### src/rtl/mem_arbiter.sv
// Two-port RAM arbiter: instruction fetch and data access share one RAM.
// Data is favoured, but a waiting fetch is granted after DMAX data hits.
module mem_arbiter #(
    parameter int ADDR_W  = 32,
    parameter int DATA_W  = 32,
    parameter int DMAX    = 4,
    parameter int TIMEOUT = 16
) (
    input  logic              CLK,
    input  logic              nRST,
    input  logic              iREN,
    input  logic [ADDR_W-1:0] iaddr,
    output logic              ihit,
    output logic [DATA_W-1:0] iload,
    input  logic              dREN,
    input  logic              dWEN,
    input  logic [ADDR_W-1:0] daddr,
    input  logic [DATA_W-1:0] dstore,
    output logic              dhit,
    output logic [DATA_W-1:0] dload,
    output logic              ramREN,
    output logic              ramWEN,
    output logic [ADDR_W-1:0] ramaddr,
    output logic [DATA_W-1:0] ramstore,
    input  logic [DATA_W-1:0] ramload,
    input  logic [1:0]        ramstate,
    output logic              memerr
);

    typedef enum logic [1:0] {
        IDLE = 2'd0,
        IGNT = 2'd1,
        DGNT = 2'd2,
        ERR  = 2'd3
    } state_t;

    localparam logic [1:0] RAM_ACCESS = 2'd2;
    localparam logic [1:0] RAM_ERROR  = 2'd3;
    localparam logic [3:0] DMAX_C     = 4'(DMAX);
    localparam logic [7:0] WAIT_LAST  = 8'(TIMEOUT - 1);

    state_t     state_q, state_d;
    logic [7:0] wait_q, wait_d;
    logic [3:0] dstreak_q, dstreak_d;
    logic       dreq;

    assign dreq = dREN | dWEN;

    always_comb begin
        state_d  = state_q;
        wait_d   = wait_q;
        ihit     = 1'b0;
        iload    = '0;
        dhit     = 1'b0;
        dload    = '0;
        ramREN   = 1'b0;
        ramWEN   = 1'b0;
        ramaddr  = '0;
        ramstore = '0;
        memerr   = 1'b0;
        unique case (state_q)
            IDLE: begin
                wait_d = '0;
                if (dreq && (dstreak_q < DMAX_C || !iREN)) begin
                    state_d = DGNT;
                end else if (iREN) begin
                    state_d = IGNT;
                end
            end
            IGNT: begin
                ramREN  = 1'b1;
                ramaddr = iaddr;
                if (!iREN) begin
                    state_d = IDLE;
                end else if (ramstate == RAM_ACCESS) begin
                    ihit    = 1'b1;
                    iload   = ramload;
                    state_d = IDLE;
                end else if (ramstate == RAM_ERROR || wait_q == WAIT_LAST) begin
                    state_d = ERR;
                end else begin
                    wait_d = wait_q + 8'd1;
                end
            end
            DGNT: begin
                ramREN   = dREN & ~dWEN;
                ramWEN   = dWEN;
                ramaddr  = daddr;
                ramstore = dstore;
                if (!dreq) begin
                    state_d = IDLE;
                end else if (ramstate == RAM_ACCESS) begin
                    dhit    = 1'b1;
                    dload   = ramload;
                    state_d = IDLE;
                end else if (ramstate == RAM_ERROR || wait_q == WAIT_LAST) begin
                    state_d = ERR;
                end else begin
                    wait_d = wait_q + 8'd1;
                end
            end
            ERR: begin
                memerr  = 1'b1;
                wait_d  = '0;
                state_d = IDLE;
            end
        endcase
    end

    // Streak only matters while a fetch is actually waiting.
    always_comb begin
        dstreak_d = dstreak_q;
        if (!iREN || ihit) begin
            dstreak_d = '0;
        end else if (dhit && dstreak_q < DMAX_C) begin
            dstreak_d = dstreak_q + 4'd1;
        end
    end

    always_ff @(posedge CLK) begin
        if (nRST) begin
            state_q   <= IDLE;
            wait_q    <= '0;
            dstreak_q <= '0;
        end else begin
            state_q   <= state_d;
            wait_q    <= wait_d;
            dstreak_q <= dstreak_d;
        end
    end

endmodule

### config.mk
export PLATFORM = sky130hd
export DESIGN_NAME = mem_arbiter
export DESIGN_NICKNAME = d
export VERILOG_FILES = /design/src/rtl/mem_arbiter.sv
export SDC_FILE = /design/constraint.sdc
export NUM_CORES = 1
export LEC_CHECK = 0
export ABC_CLOCK_PERIOD_IN_PS = 2700
export CAP_MARGIN = 15
export CORE_AREA = 5 5 101 103
export CTS_BUF_LIST = sky130_fd_sc_hd__clkbuf_8
export DETAILED_ROUTE_END_ITERATION = 10
export DIE_AREA = 0 0 106 108
export PLACE_DENSITY = 0.71
export SYNTH_ARGS = -nofsm -noshare
export SYNTH_HDL_FRONTEND = slang
export SYNTH_SLANG_ARGS = --single-unit
### constraint.sdc
create_clock -name CLK -period 2.7 [get_ports CLK]
set_input_delay 0.675 -clock CLK [delete_from_list [all_inputs] [get_ports CLK]]
set_output_delay 0.675 -clock CLK [all_outputs]
set_load 0.03 [all_outputs]
Word-level counts from Yosys, hierarchy flattened
Cells that the tools add are included.

Multiplexer cells: 27. Magnitude comparators: 1. Reduce and logical (&&, ||, !) cells: 10. Bitwise gates (word level): 3. Add/subtract/negate cells: 2. Equality and inequality tests: 9.

Operators by type and width (count): 32-bit two-way mux (6); 32-bit one-hot mux with 2 select lines (1); 8-bit two-way mux (4); 8-bit one-hot mux with 3 select lines (1); 2-bit two-way mux (6); 8-bit by 1-bit adder with 8-bit output (second input constant) (1); 2-bit equality test (second input constant) (4); 8-bit by 4-bit equality test with 1-bit output (second input constant) (1); 2-bit one-hot mux with 4 select lines (1); 1-bit two-way mux (7); 4-bit by 1-bit adder with 4-bit output (second input constant) (1); 4-bit by 3-bit less-than comparator with 1-bit output (second input constant) (1); 2-bit != test (second input constant) (2); 2-bit OR reduction (2); 1-bit logical OR (3); 3-bit != test (second input constant) (1); 2-bit by 1-bit equality test with 1-bit output (second input constant) (1); 1-bit logical AND (2); 2-bit zero test (1); 1-bit one-hot mux with 2 select lines (1); 2-bit AND reduction (1); 1-bit bitwise AND (1); 1-bit zero test (1); 1-bit inverter (1); 1-bit bitwise OR (1).

Bits of input ports: 135. Logic and storage cells: 55. Register bits: 14. Output and inout bits: 133.

Longest topological paths before layout
Word-level depth: 6. Depth in mapped cells: 8. Gate-level depth less buffers: 6.

Least setup slack after synthesis
No wires, ideal clock.

Path kind: in2out. Start: input port ramstate[0]. End: output port dload[22]. Arrival time: 1.899 ns. Required time: 2.025 ns. Cell stages on the path: 4. Path buffers: 1. Slack: 0.126 ns. Cells stage by stage: nand2b_1 -> nor2_1 -> clkbuf_1 -> and2_1.

Longest elaborated chain between the ends: 4.

RTL lines: start, declared (RTL line 26) `input logic [1:0] ramstate,`; 2-bit equality test (RTL line 92) `end else if (ramstate == RAM_ACCESS) begin`; 32-bit two-way mux (RTL line 92); 32-bit two-way mux (RTL line 90) `if (!dreq) begin`; 32-bit two-way mux (RTL line 61) `unique case (state_q)`; end, declared (RTL line 20) `output logic [DATA_W-1:0] dload,`.

No other way between the ends.

Worst setup path in the final report
Start: input port dREN. End: output port dload[24].

Longest elaborated chain between the ends: 3.

RTL lines: start, declared (RTL line 15) `input logic dREN,`; 1-bit bitwise OR (RTL line 47) `assign dreq = dREN | dWEN;`; 32-bit two-way mux (RTL line 90); 32-bit two-way mux (RTL line 61).

No other way between the ends.

==> impl_results.md <==
* Syn. warnings at 0
* Core area at 9110 sq um
* CTS root buffer: clkbuf_8
* Register area share after synthesis at 14.8%
* Status: complete, no violations
* Mean Syn Cell Area at 6.65 sq um
* Top Ports at 268
* CTS tree: built
* Final setup fails at 0
* Yosys top cell area share at 32.1%
* Die H at 108 um
* Hold Violations, Final at 0
* Layout Utilization at 54.1%
* Maximum clock rate at 0.383 GHz
* Die W at 106 um
* Critical path fanouts, max at 34
* CTS buffer count at 3
* CP Capture Type: output pin
* Clock-pin slew on the worst setup and hold paths at 0.06 ns
* Maximum number of pins on one net before global-route repair at 37
* Vias/cell at 4.64
* Post-synthesis async set-or-reset flop share at 0%
* Relative slew slack at 65.7%
* First-pass GRT wire length at 16,400 um
* First-pass detailed-route iteration total at 4
* Starting density of the core at 20.7%
* Hold_sp: dstreak_q[3]$_SDFFE_PP0P_
* Worst Max-Slew Pin Slew at 0.514 ns
* GRT Residual Overflow at 0
* R2R Path Start: state_q[1]$_SDFFE_PP0P_
* Number of synthesized flops with an enable pin at 0
* Area Overhead vs Synth at 161%
* Synth Instances at 284
* DRC at 0
* Die Area at 11,400 sq um
* Setup repair after global routing missed its margin: no
* FF+latch count, synth at 14
* Type of the worst setup path: in2out
* Num Clock Sinks at 14
* WL final at 11,700 um
* Total power draw at 1.72 mW
* H-tree Lvls at 1
* Slew Limit Fails at 0
* Hold endpoint: dstreak_q[3]$_SDFFE_PP0P_
* Dominant synthesized flop cell: dfxtp_1
* Startpoint Class: input pin
* CP required at 2.03 ns
* Share of layout cells above drive strength 1 at 32.7%
* Max Cap Viol at 0
* RR Endpoint: wait_q[3]$_SDFFE_PP0P_
* # diodes at 0
* Post-DP HPWL at 9690 um
* Minimum clock period at 2.61 ns
* Power per cell area at 349 nW/um^2
* Total Routing Usage GR at 17.8%
* Hold_ws at 0.476 ns
* Hold-fix buffers, CTS at 0
* Dominant cells by area after synthesis: and2_1 32%, dfxtp_1 15%, a22oi_1 13%, nor2_1 7.7%, ha_1 4.6%
* Routability cong. at 0.863
* Post-synth top cells: 97 x and2_1, 39 x nor2_1, 32 x a22oi_1
* Clock buffer depth at 2
* Worst clock skew at 0.00181 ns
* Vias post-DR at 3,065
* Routed WL per cell at 17.7 um
* Num rows at 35
* R2R depth at 7
* DR iter-0 viols at 220
* Static Leak at 2.12 nW
* Final period util at 96.8%
* Vias in the first global route at 2,885
* Synth area leader: and2_1
* Worst R2R Setup Slack at 0.44 ns
* Mapped cell area at 1890 sq um
* Nets at 694
* Port Buf Inserts at 267
* Critical Path AT at 1.94 ns
* Initial antenna violation count at 0
* Min-delay worst type: reg2reg
* Worst vdd ir at 0.142 mV
* ANT nets after route at 0
* Mapped Nets at 426
* Cell variety after synth at 34
* Clk Latency, worst-skew pair at 0.24 ns
* Hold path cells at 2
* Most numerous cell in the Yosys netlist: and2_1
==> kinds of logic (layout without fill, tap and decap cells) <==
| kind of cell | Yosys count | in the layout | synth area share (%) |
|---|---|---|---|
| AO/OA/AOI/OAI | 64 | 64 | 23.6 |
| adder cells (fa/ha/maj) | 7 | 7 | 4.64 |
| buffers and inverters | 27 | 293 | 5.36 |
| flip-flops | 14 | 14 | 14.8 |
| multiplexers | 1 | 1 | 0.530 |
| XOR/XNOR | 1 | 1 | 0.464 |
| AND/OR/NAND/NOR | 170 | 170 | 50.5 |
==> per-layer routing <==
layer / wire length [um] / global-route usage, % / vias up
li1: - / - / 1521
met1: 4580 / 21.8 / 1404
met2: 6050 / 32.1 / 135
met3: 971 / 5.19 / 5
met4: 60 / 1.48 / 0
met5: 0 / 0 / -
==> area by class of cell <==
type | count | area [sq um]
fillers | 860 | 4180
repair buffers | 284 | 2860
multi-input cells | 243 | 1590
flip-flops and latches | 14 | 280
well taps | 111 | 139
clock buffers | 3 | 41.3
inverters | 6 | 22.5
==> worst max path at each step <==
stage	from	endpoint	slack, ns
after floorplan	ramstate[0]	dload[22]	0.13
after global placement	dWEN	dload[29]	-0.11
after detailed placement	dWEN	dload[29]	-0.1
after CTS	ramstate[0]	dload[29]	-0.03
after global routing	dREN	dload[24]	0.03
final	dREN	dload[24]	0.09
==> placed cells by master (no fill, tap or decap), types with 10 or more instances in the layout <==
master           Yosys  layout
clkdlybuf4s50_1      0     132
buf_4                0     111
and2_1              97      87
a22oi_1             32      32
nor2_1              39      27
buf_12               0      24
dfxtp_1             14      14
buf_6                0      12
nor2_2               0      11
and2_4               0      10
==> power breakdown <==
| group | total (mW) | switching [mW] | leakage, nW | internal, mW |
|---|---|---|---|---|
| clock network | 0.170 | 0.0717 | 0.0216 | 0.0987 |
| registers | 0.225 | 0.0100 | 0.113 | 0.215 |
| logic | 1.32 | 0.716 | 1.99 | 0.607 |
| total | 1.72 | 0.797 | 2.12 | 0.921 |
==> flip-flops by register name (all words and copies together) (netlist names) <==
name	count
dstreak_q	4
state_q	2
wait_q	8
==> stage by stage <==
step                cell area (sq um)  TNS [ns]  worst slack (ns)  instances
global route                     4930         0            0.0302        661
detailed placement               4700     -2.11           -0.0966        655
floorplan                        1890         0             0.126        284
CTS                              4740    -0.546           -0.0307        658
finish                           4930         0            0.0874        661
global placement                 4700     -2.60            -0.108        655
==> worst max-delay path, stage by stage <==
cell and delay [ns]:
clkdlybuf4s50_1 0.51, o21ai_2 0.09, nor2_2 0.13, buf_12 0.18, and2_1 0.19, buf_12 0.14
==> timing repair <==
action,CTS,global route
endpoints found under the setup margin,64,80
gates resized for setup,1,42
gates cloned,0,3
setup buffers,0,0
pin swaps,0,0
hold endpoints to repair,0,0
(Power assumes the default switching activity.)
==> variant: new RTL, config.mk and constraints unchanged <==
Change the parameter `DATA_W` from 32 to 16.
--- a/src/rtl/mem_arbiter.sv
+++ b/src/rtl/mem_arbiter.sv
@@ -4,3 +4,3 @@
     parameter int ADDR_W  = 32,
-    parameter int DATA_W  = 32,
+    parameter int DATA_W  = 16,
     parameter int DMAX    = 4,
Interface: changed (5 resized); port bits go from 268 to 188. No check against the original RTL was run, so the function may have changed too.
==> variant against the original RTL <==
- routed wire length down 34%
- count of clock-buffer cells in the layout up 1
- global-route usage down 5.2 points
- maximum frequency down 0.63%
- sequential share of layout area up 2.2 points
- worst setup slack worse by 17 ps
- sequential cell count unchanged
- worst hold slack worse by 7.7 ps
- final area down 28%
- die area unchanged
- critical path depth unchanged
- total power down 19%
- synthesized area down 16%
==> variant: results (changes against the original RTL) <==
| Metric | Value |
|---|---|
| Top cells by count, synth | `and2_1 (49), nor2_1 (39), a22oi_1 (32)` |
| Final layout net count | `525 (-24%)` |
| Synth Area in Compound Gates | `0.286 (+0.0499)` |
| Worst R2R Start | `state_q[0]` |
| Share of cells above drive strength 1 | `0.249 (-0.0785)` |
| Vias per cell | `4.68 (+0.85%)` |
| Leak Pwr | `1.46 nW (-31%)` |
| Multiplexer share of the synthesized area | `0.00627 (+0.000976)` |
| Worst vdd ir | `196 uV (+38%)` |
| Slew HR | `0.652 (-0.00480)` |
| GRT Total Usage | `0.126 (-0.0515)` |
| Status | `finished clean` |
| Drt total wl | `7.69 mm (-34%)` |
| DR WL met3 | `795 um (-18%)` |
| Post-Synth XOR/XNOR Area | `0.00549 (+0.000854)` |
| Worst Setup EP | `iload[8]` |
| M1 GR Usage | `0.137 (-0.0812)` |
| Grt met2 use | `0.238 (-0.0829)` |
| Inst Count DP | `521 (-20%)` |
| Iter 0 DRT Violations | `152 (-31%)` |
| Setup skew after layout | `1.86 ps (+0.0472 ps)` |
| Critical path launch point | `ramstate[0]` |
| Syn nets | `340 (-20%)` |
| Number of port buffers | `187 (-30%)` |
| Crit Path Max Fanout | `18 (-47%)` |
| Reg-to-reg setup timing slack | `580 ps (+140 ps)` |
| Crit Path Class | `in -> out` |
| Clock Latency Late Sink | `250 ps` |
| Fraction of registers with async set/reset | `0 (unchanged)` |
| Hpwl dp | `6.47 mm (-33%)` |
| Met3 global-route usage | `0.0454 (-0.00657)` |
| First-pass GRT wire length | `12.1 mm (-26%)` |
| Vias in the first global route | `2540 (-12%)` |
| Largest net degree at the start of global routing | `52 (+41%)` |
| WHS | `468 ps (-7.75 ps)` |
| Mean Syn Cell Area | `6.94 um^2 (+4.3%)` |
| Sequential-to-total area share from yosys stat | `0.176 (+0.0273)` |
| Wire length per cell | `14.6 um (-17%)` |
[variant: cell type report]
type	instances	area (um^2)
Sequential cell	14	280
Fill cell	925	5580
Inverter	7	28.8
Timing Repair Buffer	196	1810
Clock buffer	4	55.1
Multi-Input combinational cell	193	1220
Tap cell	111	139
[variant: worst max-delay path, stage by stage]
cell,delay (ps)
clkdlybuf4s50_1,410
nand2b_1,230
nor2_1,160
buf_6,170
and2_1,150
buf_4,160
[variant: repair_timing]
item	CTS	global route
pin swaps	0	0
gates resized for setup	1	4
setup endpoints to repair	1	18
[variant: per-stage QoR]
step / setup slack, ps / area [um^2]
floorplan: 99.2 / 1600
global placement: 50.9 / 3460
detailed placement: 54.8 / 3460
CTS: 46.2 / 3520
global route: -13.3 / 3530
finish: 70.8 / 3530
[variant: where the power goes]
part | switching, mW | total, mW | internal, mW
logic | 0.527 | 0.949 | 0.422
registers | 0.00908 | 0.224 | 0.215
clock network | 0.0812 | 0.211 | 0.129
total | 0.618 | 1.38 | 0.766
